`config.mk`:
```
export PLATFORM = sky130hd
export DESIGN_NAME = ball_strike_count
export DESIGN_NICKNAME = d
export VERILOG_FILES = /design/src/rtl/baseball_pkg.sv /design/src/rtl/btn_edge_detect.sv /design/src/rtl/ball_strike_count.sv
export SDC_FILE = /design/constraint.sdc
export NUM_CORES = 1
export LEC_CHECK = 0
export BUFFER_PORTS_ARGS = -buffer_cell sky130_fd_sc_hd__clkbuf_2
export CORE_MARGIN = 1.5
export CORE_UTILIZATION = 31
export DETAILED_ROUTE_END_ITERATION = 8
export PLACE_DENSITY = 0.58
export SYNTH_ARGS = -nofsm -noshare
export SYNTH_HDL_FRONTEND = slang
export SYNTH_SLANG_ARGS = --single-unit
```
`constraint.sdc`:
```
create_clock -name clk -period 1.9 [get_ports clk]
set_input_delay 0.095 -clock clk [delete_from_list [all_inputs] [get_ports clk]]
set_output_delay 0.095 -clock clk [all_outputs]
set_load 0.02 [all_outputs]
```
`src/rtl/baseball_pkg.sv`:
```
// baseball_pkg: count limits, widths, event-priority enum and LED helper shared by the scoreboard stages.
package baseball_pkg;

    localparam int MAX_STRIKES = 3;
    localparam int MAX_BALLS   = 4;
    localparam int STRIKE_W    = $clog2(MAX_STRIKES);
    localparam int BALL_W      = $clog2(MAX_BALLS);

    localparam logic [STRIKE_W-1:0] STRIKE_LAST = STRIKE_W'(MAX_STRIKES - 1);
    localparam logic [BALL_W-1:0]   BALL_LAST   = BALL_W'(MAX_BALLS - 1);

    typedef enum logic [2:0] {
        EV_NONE,
        EV_CHANGE,
        EV_PLAY,
        EV_STRIKE,
        EV_FOUL,
        EV_BALL
    } ev_e;

    // Active-low bar graph: bit k-1 is 0 when n >= k.
    function automatic logic [2:0] led_bar(input logic [1:0] n);
        return {n < 2'd3, n < 2'd2, n == 2'd0};
    endfunction

endpackage

```
`src/rtl/btn_edge_detect.sv`:
```
// btn_edge_detect: SYNC_STAGES-flop synchronizer plus rising-edge detector for one button.
// Detection stays disarmed until the pipeline holds post-reset samples, so a held button is ignored.
module btn_edge_detect #(
    parameter int SYNC_STAGES = 2
) (
    input  logic clk,
    input  logic reset,
    input  logic btn,
    output logic rise
);

    localparam int FILL_W = 3;
    localparam logic [FILL_W-1:0] FILL_DONE = FILL_W'(SYNC_STAGES + 1);

    logic [SYNC_STAGES-1:0] sync_q, sync_d;
    logic                   prev_q, prev_d;
    logic [FILL_W-1:0]      fill_q, fill_d;
    logic                   armed;

    always_comb begin
        sync_d = {sync_q[SYNC_STAGES-2:0], btn};
        prev_d = sync_q[SYNC_STAGES-1];
        armed  = fill_q == FILL_DONE;
        fill_d = armed ? fill_q : fill_q + 1'b1;
        rise   = armed & sync_q[SYNC_STAGES-1] & ~prev_q;
    end

    always_ff @(posedge clk or posedge reset) begin
        if (reset) begin
            sync_q <= '0;
            prev_q <= 1'b0;
            fill_q <= '0;
        end else begin
            sync_q <= sync_d;
            prev_q <= prev_d;
            fill_q <= fill_d;
        end
    end

endmodule

```
`src/rtl/ball_strike_count.sv`:
```
// ball_strike_count: ball/strike counter with active-low LEDs and out/walk pulses.
// Foul handling is compiled in only when FOUL_EN is defined.
module ball_strike_count
    import baseball_pkg::*;
#(
    parameter int SYNC_STAGES = 2
) (
    input  logic clk,
    input  logic reset,
    input  logic strike_btn,
    input  logic ball_btn,
    input  logic foul_btn,
    input  logic play_btn,
    input  logic change_pulse,
    output logic strike1_led,
    output logic strike2_led,
    output logic ball1_led,
    output logic ball2_led,
    output logic ball3_led,
    output logic out_pulse,
    output logic walk_pulse
);

    logic strike_ev, ball_ev, play_ev, foul_ev;

    btn_edge_detect #(.SYNC_STAGES(SYNC_STAGES)) u_strike (
        .clk(clk), .reset(reset), .btn(strike_btn), .rise(strike_ev));
    btn_edge_detect #(.SYNC_STAGES(SYNC_STAGES)) u_ball (
        .clk(clk), .reset(reset), .btn(ball_btn), .rise(ball_ev));
    btn_edge_detect #(.SYNC_STAGES(SYNC_STAGES)) u_play (
        .clk(clk), .reset(reset), .btn(play_btn), .rise(play_ev));

`ifdef FOUL_EN
    btn_edge_detect #(.SYNC_STAGES(SYNC_STAGES)) u_foul (
        .clk(clk), .reset(reset), .btn(foul_btn), .rise(foul_ev));
`else
    logic unused_foul;
    assign unused_foul = foul_btn;
    assign foul_ev     = 1'b0;
`endif

    ev_e                 ev;
    logic [STRIKE_W-1:0] strikes_q, strikes_d;
    logic [BALL_W-1:0]   balls_q, balls_d;
    logic                out_q, out_d, walk_q, walk_d;
    logic [1:0]          s_led_q, s_led_d;
    logic [2:0]          b_led_q, b_led_d, s_bar;

    always_comb begin
        ev = change_pulse ? EV_CHANGE :
             play_ev      ? EV_PLAY   :
             strike_ev    ? EV_STRIKE :
             foul_ev      ? EV_FOUL   :
             ball_ev      ? EV_BALL   : EV_NONE;
        strikes_d = strikes_q;
        balls_d   = balls_q;
        out_d     = 1'b0;
        walk_d    = 1'b0;
        case (ev)
            EV_CHANGE, EV_PLAY: begin
                strikes_d = '0;
                balls_d   = '0;
            end
            EV_STRIKE: begin
                if (strikes_q == STRIKE_LAST) begin
                    strikes_d = '0;
                    balls_d   = '0;
                    out_d     = 1'b1;
                end else begin
                    strikes_d = strikes_q + 1'b1;
                end
            end
            EV_FOUL: begin
                if (strikes_q != STRIKE_LAST) strikes_d = strikes_q + 1'b1;
            end
            EV_BALL: begin
                if (balls_q == BALL_LAST) begin
                    strikes_d = '0;
                    balls_d   = '0;
                    walk_d    = 1'b1;
                end else begin
                    balls_d = balls_q + 1'b1;
                end
            end
            default: ;
        endcase
        s_bar   = led_bar(strikes_d);
        s_led_d = s_bar[1:0];
        b_led_d = led_bar(balls_d);
    end

    always_ff @(posedge clk or posedge reset) begin
        if (reset) begin
            strikes_q <= '0;
            balls_q   <= '0;
            out_q     <= 1'b0;
            walk_q    <= 1'b0;
            s_led_q   <= '1;
            b_led_q   <= '1;
        end else begin
            strikes_q <= strikes_d;
            balls_q   <= balls_d;
            out_q     <= out_d;
            walk_q    <= walk_d;
            s_led_q   <= s_led_d;
            b_led_q   <= b_led_d;
        end
    end

    assign {strike2_led, strike1_led}       = s_led_q;
    assign {ball3_led, ball2_led, ball1_led} = b_led_q;
    assign out_pulse  = out_q;
    assign walk_pulse = walk_q;

endmodule

```
* After elaboration in Yosys (flattened, before gate mapping) *
Index checks and enable logic that the tools add are counted.

storage, ports and cells
  input bits = 7
  register bits after elaboration = 29
  logic and storage cells = 61
  output and inout port bits = 7

cells by class
  reductions and logical operators = 3
  muxes and demuxes = 15
  eq/ne operators = 11
  add/sub/neg operators = 5
  magnitude comparators = 3
  bitwise operators = 9

operator list
  cell                   count
  $eq A3 B2 Y1 const B   5
  $mux W3                4
  $mux W2                5
  $add A3 B1 Y3 const B  3
  $pmux W2 S4            1
  $and A1 B1 Y1          6
  $eq A3 B3 Y1 const B   2
  $lt A2 B2 Y1 const B   3
  $pmux W2 S3            1
  $add A2 B1 Y2 const B  2
  $eq A2 B2 Y1 const B   2
  $logic_not A2 Y1       2
  $mux W1                4
  $eq A3 B1 Y1 const B   1
  $not A1 Y1             3
  $ne A2 B2 Y1 const B   1
  $reduce_or A2 Y1       1

* Logic depth before layout (Yosys ltp) *
Gate-level depths: netlist of the first run.

  word-level depth = 11
  gate-level depth with buffers = 7

* By module *
A second synthesis of the first run with hierarchy kept.

unflattened totals
  cells, all modules = 100
  area, all modules = 1,251.2 um^2

by module, submodules not included
  module             area an instance (um^2)  times used  cells an instance
  btn_edge_detect    224.0                    3           15
  ball_strike_count  579.3                    1           55

* Worst setup path after synthesis of the first run *
OpenSTA, ideal clock, no wires.

  path kind = reg2reg
  start point = reg u_strike.fill_q[0]
  end point = reg b_led_q[0]
  setup time = 0.060 ns
  stages on the path, launching flop included = 8
  data required time = 1.840 ns
  setup slack = 0.332 ns
  path buffers = 2
  arrival time = 1.508 ns
  cell sequence = dfrtp_1 > ha_1 > ha_1 > buf_6 > and3b_1 > buf_6 > nor4_2 > a211o_1

between the ends
  cells in the longest elaborated chain, start to end = 10

RTL lines
  item                                                 line                      source
  start: declaration                                   btn_edge_detect.sv:17     logic [FILL_W-1:0] fill_q, fill_d;
  start signal: assignment                             btn_edge_detect.sv:36     fill_q <= fill_d;
  $eq A3 B2 Y1 (*)                                     btn_edge_detect.sv:23     armed = fill_q == FILL_DONE;
  $and A1 B1 Y1 (*) (2 in series)                      btn_edge_detect.sv:25     rise = armed & sync_q[SYNC_STAGES-1] & ~prev_q;
  $mux W3 (*)                                          ball_strike_count.sv:52   strike_ev ? EV_STRIKE :
  $mux W3 (*)                                          ball_strike_count.sv:51   play_ev ? EV_PLAY :
  $mux W3 (*)                                          ball_strike_count.sv:50   ev = change_pulse ? EV_CHANGE :
  $eq A3 B1 Y1 / $eq A3 B2 Y1 (equally long branches)  ball_strike_count.sv:59   case (ev)
  $reduce_or A2 Y1                                     ball_strike_count.sv:59
  $pmux W2 S3 (*)                                      ball_strike_count.sv:59
  $logic_not A2 Y1 (*)                                 baseball_pkg.sv:23        return {n < 2'd3, n < 2'd2, n == 2'd0};
  net b_led_d[0]                                       ball_strike_count.sv:47   logic [2:0] b_led_q, b_led_d, s_bar;
  end signal: assignment                               ball_strike_count.sv:106  b_led_q <= b_led_d;
  end: declaration                                     ball_strike_count.sv:47

The timed path passes the listed nets; every way through them passes the cells marked *.
A chain may end at the register's enable or synchronous reset.

* Final worst setup path of the first run *
Same ends and word-level chain as after synthesis.

==> flow_summary_export.csv, run 1 <==
group,metric,value,unit
place,place_area,0.00133,sq mm
floorplan,row_count,22,
run_status,outcome,"completed",
final_layout,drive_gt1_share,26.5,%
synth,syn-cell-area,0.00123,sq mm
setup_path,cp-end-kind,"flop",
power_and_ir_drop,p_sw_share,21.1,%
final_layout,nFillCells,378,
floorplan,core,0.00374,sq mm
power_and_ir_drop,power.density,852,mW/mm^2
setup_path,critPathRequiredTime,2.12,ns
place,pre_cts_ws,0.296,ns
global_route,grt_max_degree,30,
sta,fin_setup_tns,0,ns
global_route,grt_pass1_vias,761,
cts,post_cts_buffers,0,
drt,drt_iter0_drc,26,
final_layout,multiInputGateArea,440,sq um
cts,holdBufCountCts,4,
setup_path,worstSetupStartpointType,"flop",
sta,max_slew_margin,76.7,%
synth,ys_ff_latch,29,
power_and_ir_drop,p_leak,0.642,nW
drt,drtAntennaViolNets,0,
power_and_ir_drop,switchingPower,0.265,mW
cts,htreeDepth,2,
final_layout,area_growth,19.9,%
floorplan,die_h,65.9,microns
setup_path,endpoint,"b_led_q[0]",
power_and_ir_drop,p_int,0.989,mW
place,dp_hpwl,1.25,mm
cts,clk_pin_slew_worst_paths,0.06,ns
floorplan,pin_count,14,
final_layout,final-seq-area,732,sq um
sta,fmax,618,MHz
drt,num_vias,772,
sta,rsz0062_at_grt,"no",
place,place.gp.congestion,0.847,
power_and_ir_drop,p_clk_share,43.3,%
power_and_ir_drop,vdd_drop_max,0.313,mV
synth,synth_cell_type_count,25,
drt,first_pass_iters,4,
cts,cts_tree,"done",
global_route,grt_usage,10.2,%
sta,drv_slew,0,
floorplan,die-area,0.00435,sq mm
power_and_ir_drop,power_frac_comb,5.3,%
synth,synthCells,95,
cts,cts-root-buf,"clkbuf_8",
cts,ctsResizeCount,0,
cts,clock_sinks,29,
sta,setup_ws,0.282,ns
drt,wire_per_inst,11.2,microns
cts,clk_path_buf_depth,2,
final_layout,design_area,0.00147,sq mm
place,io_buffers,12,
sta,tightest_slew,0.349,ns
sta,fin_crit_sh,85.2,%
global_route,grt_pass1_wl,3.26,mm
drt,drc,0,
sta,skew,0.00283,ns
synth,seq_area_frac_synth,59.6,%
drt,routed_via_density,4.68,
power_and_ir_drop,p_seq_share,51.4,%
sta,hold_viol,0,
sta,setup_violations,0,
setup_path,reg2reg_depth,5,
setup_path,critPathMaxFanout,6,
global_route,overflow,0,
setup_path,reg2reg_to,"b_led_q[0]",
setup_path,critPathKind,"flop to flop",
cts,numCtsBuffers,5,
synth,yosys_warnings,0,
setup_path,rrSetupSlack,0.28,ns
final_layout,diodes,0,
drt,drt-total-wl,1.84,mm
sta,fin_crit,1.62,ns
synth,synth.avg_cell_area,12.9,sq um
worst_hold_path,hold_path_class,"primary input to flop",
setup_path,rr_startpoint,"u_strike.fill_q[0]",
floorplan,die_w,65.9,microns
final_layout,final_nets,133,
setup_path,critical_path_arrival,1.84,ns
synth,syn-num-nets,112,
cts,clkLatencyLatePin,0.27,ns
global_route,antenna_found_initial,0,
floorplan,start_util,32.8,%
job,timing.max_cap.violations,0,
setup_path,crit_start,"u_strike.fill_q[0]",
==> layer usage <==
layer,GRT usage [%],vias up,share of wire [%]
li1,-,371,-
met1,11.4,377,45
met2,15.9,20,48
met3,5.62,4,5.9
met4,4.43,0,1.6
met5,0,-,0
==> critical path, cell delays in order, from the launching register on <==
cell,delay [ns]
dfrtp_1,0.39
ha_1,0.20
ha_1,0.26
and3b_1,0.29
nor4_2,0.28
a211o_1,0.14
==> flip-flops by register name, indices dropped and copies added (netlist names), named ones only <==
signal           count
s_led_q              2
u_strike.fill_q      3
u_ball.fill_q        3
b_led_q              3
walk_pulse           1
u_ball.sync_q        2
u_play.fill_q        3
strikes_q            1
u_strike.prev_q      1
u_play.sync_q        2
out_pulse            1
u_play.prev_q        1
u_strike.sync_q      2
u_ball.prev_q        1
balls_q              2
==> cells in the final DEF, fill, tap and decap left out <==
master,instances
nand3_1,5
o211ai_1,2
dlygate4sd3_1,4
o21bai_1,1
nor4_2,1
a21o_1,3
clkbuf_8,7
nand4_1,1
xnor2_1,3
nor2_1,3
o21ai_0,3
nand4b_1,2
nand3b_1,2
a21oi_1,4
dfrtp_1,24
inv_1,6
clkbuf_2,12
ha_1,10
clkinv_2,1
nor3_1,1
buf_4,2
nand2_1,5
mux2_2,3
a211o_1,2
and3b_1,2
o2111ai_1,1
dfstp_2,5
mux2i_1,2
==> area by class of cell <==
class	count	share of cell area, %
multi-input cells	56	29.9
repair buffers	18	7.82
inverters	6	1.53
well taps	48	4.08
clock inverters	1	0.340
clock buffers	7	6.55
flip-flops and latches	29	49.7
==> worst min-delay path by stage <==
stage,startpoint,end,depth (start not counted)
global route,change_pulse,balls_q[1],4
finish,change_pulse,balls_q[0],4
detailed placement,reset,u_play.sync_q[0],3
floorplan,ball_btn,u_ball.sync_q[0],0
CTS,change_pulse,balls_q[0],4
global placement,reset,u_play.sync_q[0],3
==> kinds of logic after synthesis <==
kind of cell / share of synthesized area (%)
AND/OR/NAND/NOR: 10.5
multiplexers: 4.38
AO/OA/AOI/OAI: 8.66
flip-flops: 59.6
XOR/XNOR: 2.14
adder cells (fa/ha/maj): 10.2
buffers and inverters: 4.48
==> power groups by stage <==
stage,registers [mW],clock network (mW),logic (mW)
CTS,0.644,0.567,0.0679
detailed placement,0.655,0,0.0613
global placement,0.653,0,0.0592
global route,0.645,0.603,0.0753
floorplan,0.657,0,0.0398
finish,0.644,0.543,0.0661
==> through the flow <==
stage / util, % / total power [mW] / instances / hold slack (ns)
2_1_floorplan: - / 0.697 / 95 / 0.126
6_report: 39.3 / 1.25 / 165 / 0.251
4_1_cts: 39.3 / 1.28 / 165 / 0.248
5_1_grt: 39.3 / 1.32 / 165 / 0.262
3_3_place_gp: 35.5 / 0.713 / 153 / 0.160
3_5_place_dp: 35.5 / 0.716 / 153 / 0.172
==> cells in the mapped netlist, drive strengths merged <==
master | number | share of area [%]
mux2 | 3 | 2.8
nand4 | 1 | 0.51
nor3 | 1 | 0.41
mux2i | 2 | 1.6
xnor2 | 3 | 2.1
dfstp | 5 | 11
inv | 6 | 1.8
ha | 10 | 10
nand4b | 2 | 1.4
nor4 | 1 | 1.0
nand2 | 5 | 1.5
o21bai | 1 | 0.61
nor2 | 3 | 0.92
buf | 4 | 2.7
o21ai | 3 | 1.2
o211ai | 2 | 1.2
and3b | 2 | 1.4
dfrtp | 24 | 49
a211o | 2 | 1.4
o2111ai | 1 | 0.71
a21o | 3 | 1.8
nand3b | 2 | 1.2
a21oi | 4 | 1.6
nand3 | 5 | 2.0
Power figures use the tool's default switching activity.
==> inputs of run 2 (changes only) <==
--- a/config.mk
+++ b/config.mk
@@ -9,7 +9,7 @@
 export CORE_MARGIN = 1.5
 export CORE_UTILIZATION = 31
 export DETAILED_ROUTE_END_ITERATION = 8
-export PLACE_DENSITY = 0.58
+export PLACE_DENSITY = 0.52
 export SYNTH_ARGS = -nofsm -noshare
 export SYNTH_HDL_FRONTEND = slang
 export SYNTH_SLANG_ARGS = --single-unit
==> flow_summary_export.csv, run 2 (synthesized netlist as in run 1, its figures left out) <==
group,metric,value,unit
floorplan,die-area,0.00435,sq mm
cts,clk_path_buf_depth,2,
cts,ctsResizeCount,0,
drt,drtAntennaViolNets,0,
place,io_buffers,12,
setup_path,crit_slowest_cell,"o21bai_1",
setup_path,worstPathCellList,"ha_1 -> ha_1 -> nand2_1 -> o21bai_1 -> nor2_1",
sta,rsz0062_at_grt,"no",
floorplan,row_count,22,
global_route,grt_pass1_wl,3.48,mm
place,place_area,0.00132,sq mm
final_layout,area_growth,17.7,%
global_route,grt_max_degree,30,
setup_path,critical_path.max_stage_delay,0.61,ns
global_route,grt_pass1_vias,796,
cts,clock_sinks,29,
global_route,grt_usage,11.1,%
cts,holdBufCountCts,4,
cts,clk_pin_slew_worst_paths,0.06,ns
sta,fin_crit_sh,89.7,%
drt,drc,0,
job,timing.max_cap.violations,0,
sta,skew,0.00313,ns
drt,drt-total-wl,1.83,mm
sta,fin_setup_tns,0,ns
sta,tightest_slew,0.768,ns
place,dp_hpwl,1.25,mm
sta,max_slew_margin,48.7,%
run_status,outcome,"completed",
sta,fin_crit,1.70,ns
worst_hold_path,hold_path_class,"flop to flop",
sta,hold_slack,0.347,ns
setup_path,critPathBufInv,0,
floorplan,die_w,65.9,microns
cts,numCtsBuffers,5,
floorplan,core,0.00374,sq mm
setup_path,critPathMaxFanout,11,
sta,fmax,587,MHz
final_layout,drive_gt1_share,25.0,%
floorplan,start_util,32.8,%
place,placed_cells,152,
cts,post_cts_buffers,0,
final_layout,finish.utilization,38.6,%
final_layout,design_area,0.00145,sq mm
drt,drt_iter0_drc,29,
power_and_ir_drop,p_leak,0.628,nW
sta,setup_violations,0,
place,pre_cts_ws,0.164,ns
power_and_ir_drop,p_total,1.18,mW
final_layout,stdcell_count,164,
floorplan,die_h,65.9,microns
setup_path,cp-end-kind,"flop",
place,place.gp.congestion,0.761,
drt,wire_per_inst,11.1,microns
cts,htreeDepth,2,
setup_path,critPathKind,"flop to flop",
final_layout,final_common_cell,"dfrtp_1",
drt,num_vias,756,
cts,cts-root-buf,"clkbuf_8",
setup_path,critical_path_arrival,1.83,ns
power_and_ir_drop,vdd_drop_max,0.508,mV
cts,cts_tree,"done",
setup_path,path_delay_family,"compound AO/OA/AOI/OAI gates",
setup_path,critPathRequiredTime,2.03,ns
final_layout,mostFrequentLayoutCells,"24 x dfrtp_1, 12 x clkbuf_2, 10 x ha_1, 6 x inv_1",
sta,drv_slew,0,
drt,routed_via_density,4.61,
drt,first_pass_iters,3,
global_route,antenna_found_initial,0,
cts,clkLatencyLatePin,0.28,ns
global_route,overflow,0,
floorplan,pin_count,14,
final_layout,final_nets,132,
final_layout,diodes,0,
setup_path,worstSetupStartpointType,"flop",
power_and_ir_drop,power.density,815,mW/mm^2
sta,hold_viol,0,
setup_path,crit_path_frequent_cell,"ha_1",
sta,setup_ws,0.196,ns
[run 2: cell count changes in the layout (fill, tap and decap cells not counted), sizes merged]
| cell | previous run | this run |
|---|---|---|
| buf | 2 | 1 |
| clkbuf | 19 | 18 |
| clkinv | 1 | 2 |
[run 2: worst paths after layout]
kind                       depth (start not counted)             start  slack (ns)          endpoint
max                                                5  u_play.fill_q[0]        0.20        walk_pulse
min                                                0  u_ball.sync_q[0]        0.35  u_ball.sync_q[1]
max reg2reg                                        5  u_play.fill_q[0]        0.20        walk_pulse
min reg2reg                                        0  u_ball.sync_q[0]        0.35  u_ball.sync_q[1]
max in group asynchronous                          4             reset        1.18        s_led_q[0]
min in group asynchronous                          4             reset        0.41  u_play.fill_q[2]
[run 2: layer usage]
metal	part of all wire (%)	global-route usage [%]	up-vias
li1	-	-	367
met3	4.9	4.09	6
met1	49	13.1	369
met4	2.9	8.59	0
met5	0	0	-
met2	44	16.4	14
[run 2: final cells by class]
class / count / area, sq um
Clock inverter: 2 / 10.0
Tap cell: 48 / 60.1
Timing Repair Buffer: 17 / 108
Multi-Input combinational cell: 56 / 440
Clock buffer: 6 / 72.6
Fill cell: 388 / 2300
Inverter: 6 / 22.5
Sequential cell: 29 / 732
[run 2: worst reg2reg max path, delay by kind of cell, from the launching register on]
kind,cells,cell delay [ns]
AOI/OAI and AO/OA,1,0.61
and+or+nand+nor,2,0.19
adders and majority gates,2,0.39
DFF,1,0.36
[run 2: where the power goes]
part	switching, mW	internal [mW]	total, mW
clock	0.217	0.253	0.469
sequential	0.00812	0.636	0.644
combinational	0.0397	0.0248	0.0645
==> inputs of run 3 (changes only) <==
--- a/config.mk
+++ b/config.mk
@@ -6,7 +6,7 @@
 export NUM_CORES = 1
 export LEC_CHECK = 0
 export BUFFER_PORTS_ARGS = -buffer_cell sky130_fd_sc_hd__clkbuf_2
-export CORE_MARGIN = 1.5
+export CORE_MARGIN = 1
 export CORE_UTILIZATION = 31
 export DETAILED_ROUTE_END_ITERATION = 8
 export PLACE_DENSITY = 0.52
==> flow_summary_export.csv, run 3 (synthesized netlist as in run 1, its figures left out) <==
group,metric,value,unit
run_status,outcome,"completed",
place,place.gp.congestion,0.789,
global_route,grt_pass1_wl,3.49,mm
final_layout,stdcell_count,164,
final_layout,finish.utilization,39.5,%
final_layout,final_common_cell,"dfrtp_1",
cts,cts-root-buf,"clkbuf_8",
floorplan,die_w,64.9,microns
sta,drv_slew,0,
global_route,overflow,0,
power_and_ir_drop,power.density,860,mW/mm^2
drt,num_vias,765,
sta,fmax,611,MHz
sta,fin_crit_sh,86.2,%
global_route,antenna_found_initial,0,
sta,skew,0.00296,ns
setup_path,critical_path_arrival,1.86,ns
setup_path,critPathRequiredTime,2.13,ns
power_and_ir_drop,p_leak,0.638,nW
floorplan,row_count,22,
power_and_ir_drop,vdd_drop_max,0.279,mV
cts,clk_path_buf_depth,2,
drt,drc,0,
drt,routed_via_density,4.66,
sta,max_slew_margin,70.2,%
floorplan,start_util,33.0,%
sta,fin_setup_tns,0,ns
final_layout,mostFrequentLayoutCells,"24 x dfrtp_1, 12 x clkbuf_2, 10 x ha_1, 7 x clkbuf_8, 6 x inv_1",
sta,rsz0062_at_grt,"no",
cts,clock_sinks,29,
global_route,grt_usage,11.6,%
place,dp_hpwl,1.27,mm
sta,fin_crit,1.64,ns
global_route,grt_max_degree,30,
cts,htreeDepth,2,
setup_path,critPathKind,"flop to flop",
place,pre_cts_ws,0.172,ns
global_route,grt_pass1_vias,813,
sta,hold_viol,0,
worst_hold_path,hold_path_class,"primary input to flop",
setup_path,critical_path.max_stage_delay,0.39,ns
sta,setup_ws,0.262,ns
setup_path,worstSetupStartpointType,"flop",
setup_path,crit_path_frequent_cell,"ha_1",
place,placed_cells,152,
final_layout,design_area,0.00147,sq mm
drt,drt_iter0_drc,22,
drt,drt-total-wl,1.87,mm
cts,clk_pin_slew_worst_paths,0.06,ns
power_and_ir_drop,p_total,1.26,mW
drt,wire_per_inst,11.4,microns
sta,hold_slack,0.204,ns
drt,first_pass_iters,4,
floorplan,die_h,64.9,microns
cts,post_cts_buffers,0,
setup_path,worstPathCellList,"ha_1 -> ha_1 -> and3b_1 -> nor4_2 -> a211o_1",
final_layout,drive_gt1_share,26.7,%
place,io_buffers,12,
job,timing.max_cap.violations,0,
cts,numCtsBuffers,5,
sta,setup_violations,0,
setup_path,path_delay_family,"simple AND/OR/NAND/NOR gates",
setup_path,critPathMaxFanout,6,
drt,drtAntennaViolNets,0,
setup_path,cp-end-kind,"flop",
setup_path,rrSetupSlack,0.26,ns
setup_path,crit_slowest_cell,"dfrtp_1",
cts,clkLatencyLatePin,0.28,ns
final_layout,final_nets,132,
cts,cts_tree,"done",
place,place_area,0.00132,sq mm
setup_path,critPathBufInv,0,
floorplan,pin_count,14,
floorplan,core,0.00372,sq mm
floorplan,die-area,0.00422,sq mm
final_layout,area_growth,19.6,%
sta,tightest_slew,0.447,ns
final_layout,diodes,0,
## run 3: cell types whose count changed in the layout (fill, tap and decap cells not counted), sizes merged
cell    delta
clkinv     -1
clkbuf     +1
## run 3: path summary, 6_finish.rpt
check,startpoint,end,cells after the start
max,u_strike.fill_q[0],b_led_q[0],5
min,change_pulse,balls_q[0],3
max reg2reg,u_strike.fill_q[0],b_led_q[0],5
min reg2reg,u_strike.sync_q[0],u_strike.sync_q[1],0
max in group asynchronous,reset,s_led_q[1],4
min in group asynchronous,reset,u_play.sync_q[0],4
## run 3: area by class of cell
type,count,area [sq um]
clock buffer,7,96.3
clock inverter,1,5.00
fill,381,2250
inverter,6,22.5
multi-input combinational,56,444
sequential,29,732
tap,48,60.1
timing repair buffer,17,108
## run 3: timing repair
action                                 4_1_cts  5_1_grt
hold buffers                                 4        0
setup endpoints to repair                    0        6
resized for setup                            0        1
endpoints found under the hold margin       27        0
## run 3: per-layer routing
layer,routed length [microns],global-route usage (%),part of all wire [%],vias to the layer above
met4,57,10.0,3.1,0
met5,0,0,0,-
met1,860,13.1,46,373
li1,-,-,-,370
met2,878,17.4,47,17
met3,72,3.70,3.9,5
## run 3: power breakdown
part	leakage (nW)	internal (mW)	switching, mW
logic	0.249	0.0254	0.0397
clock network	0.0542	0.326	0.227
registers	0.335	0.636	0.00834
## run 3: tightest hold or removal path, stage by stage
cell and delay, ns:
clkbuf_2 0.07, o21bai_2 0.21, a21oi_1 0.07
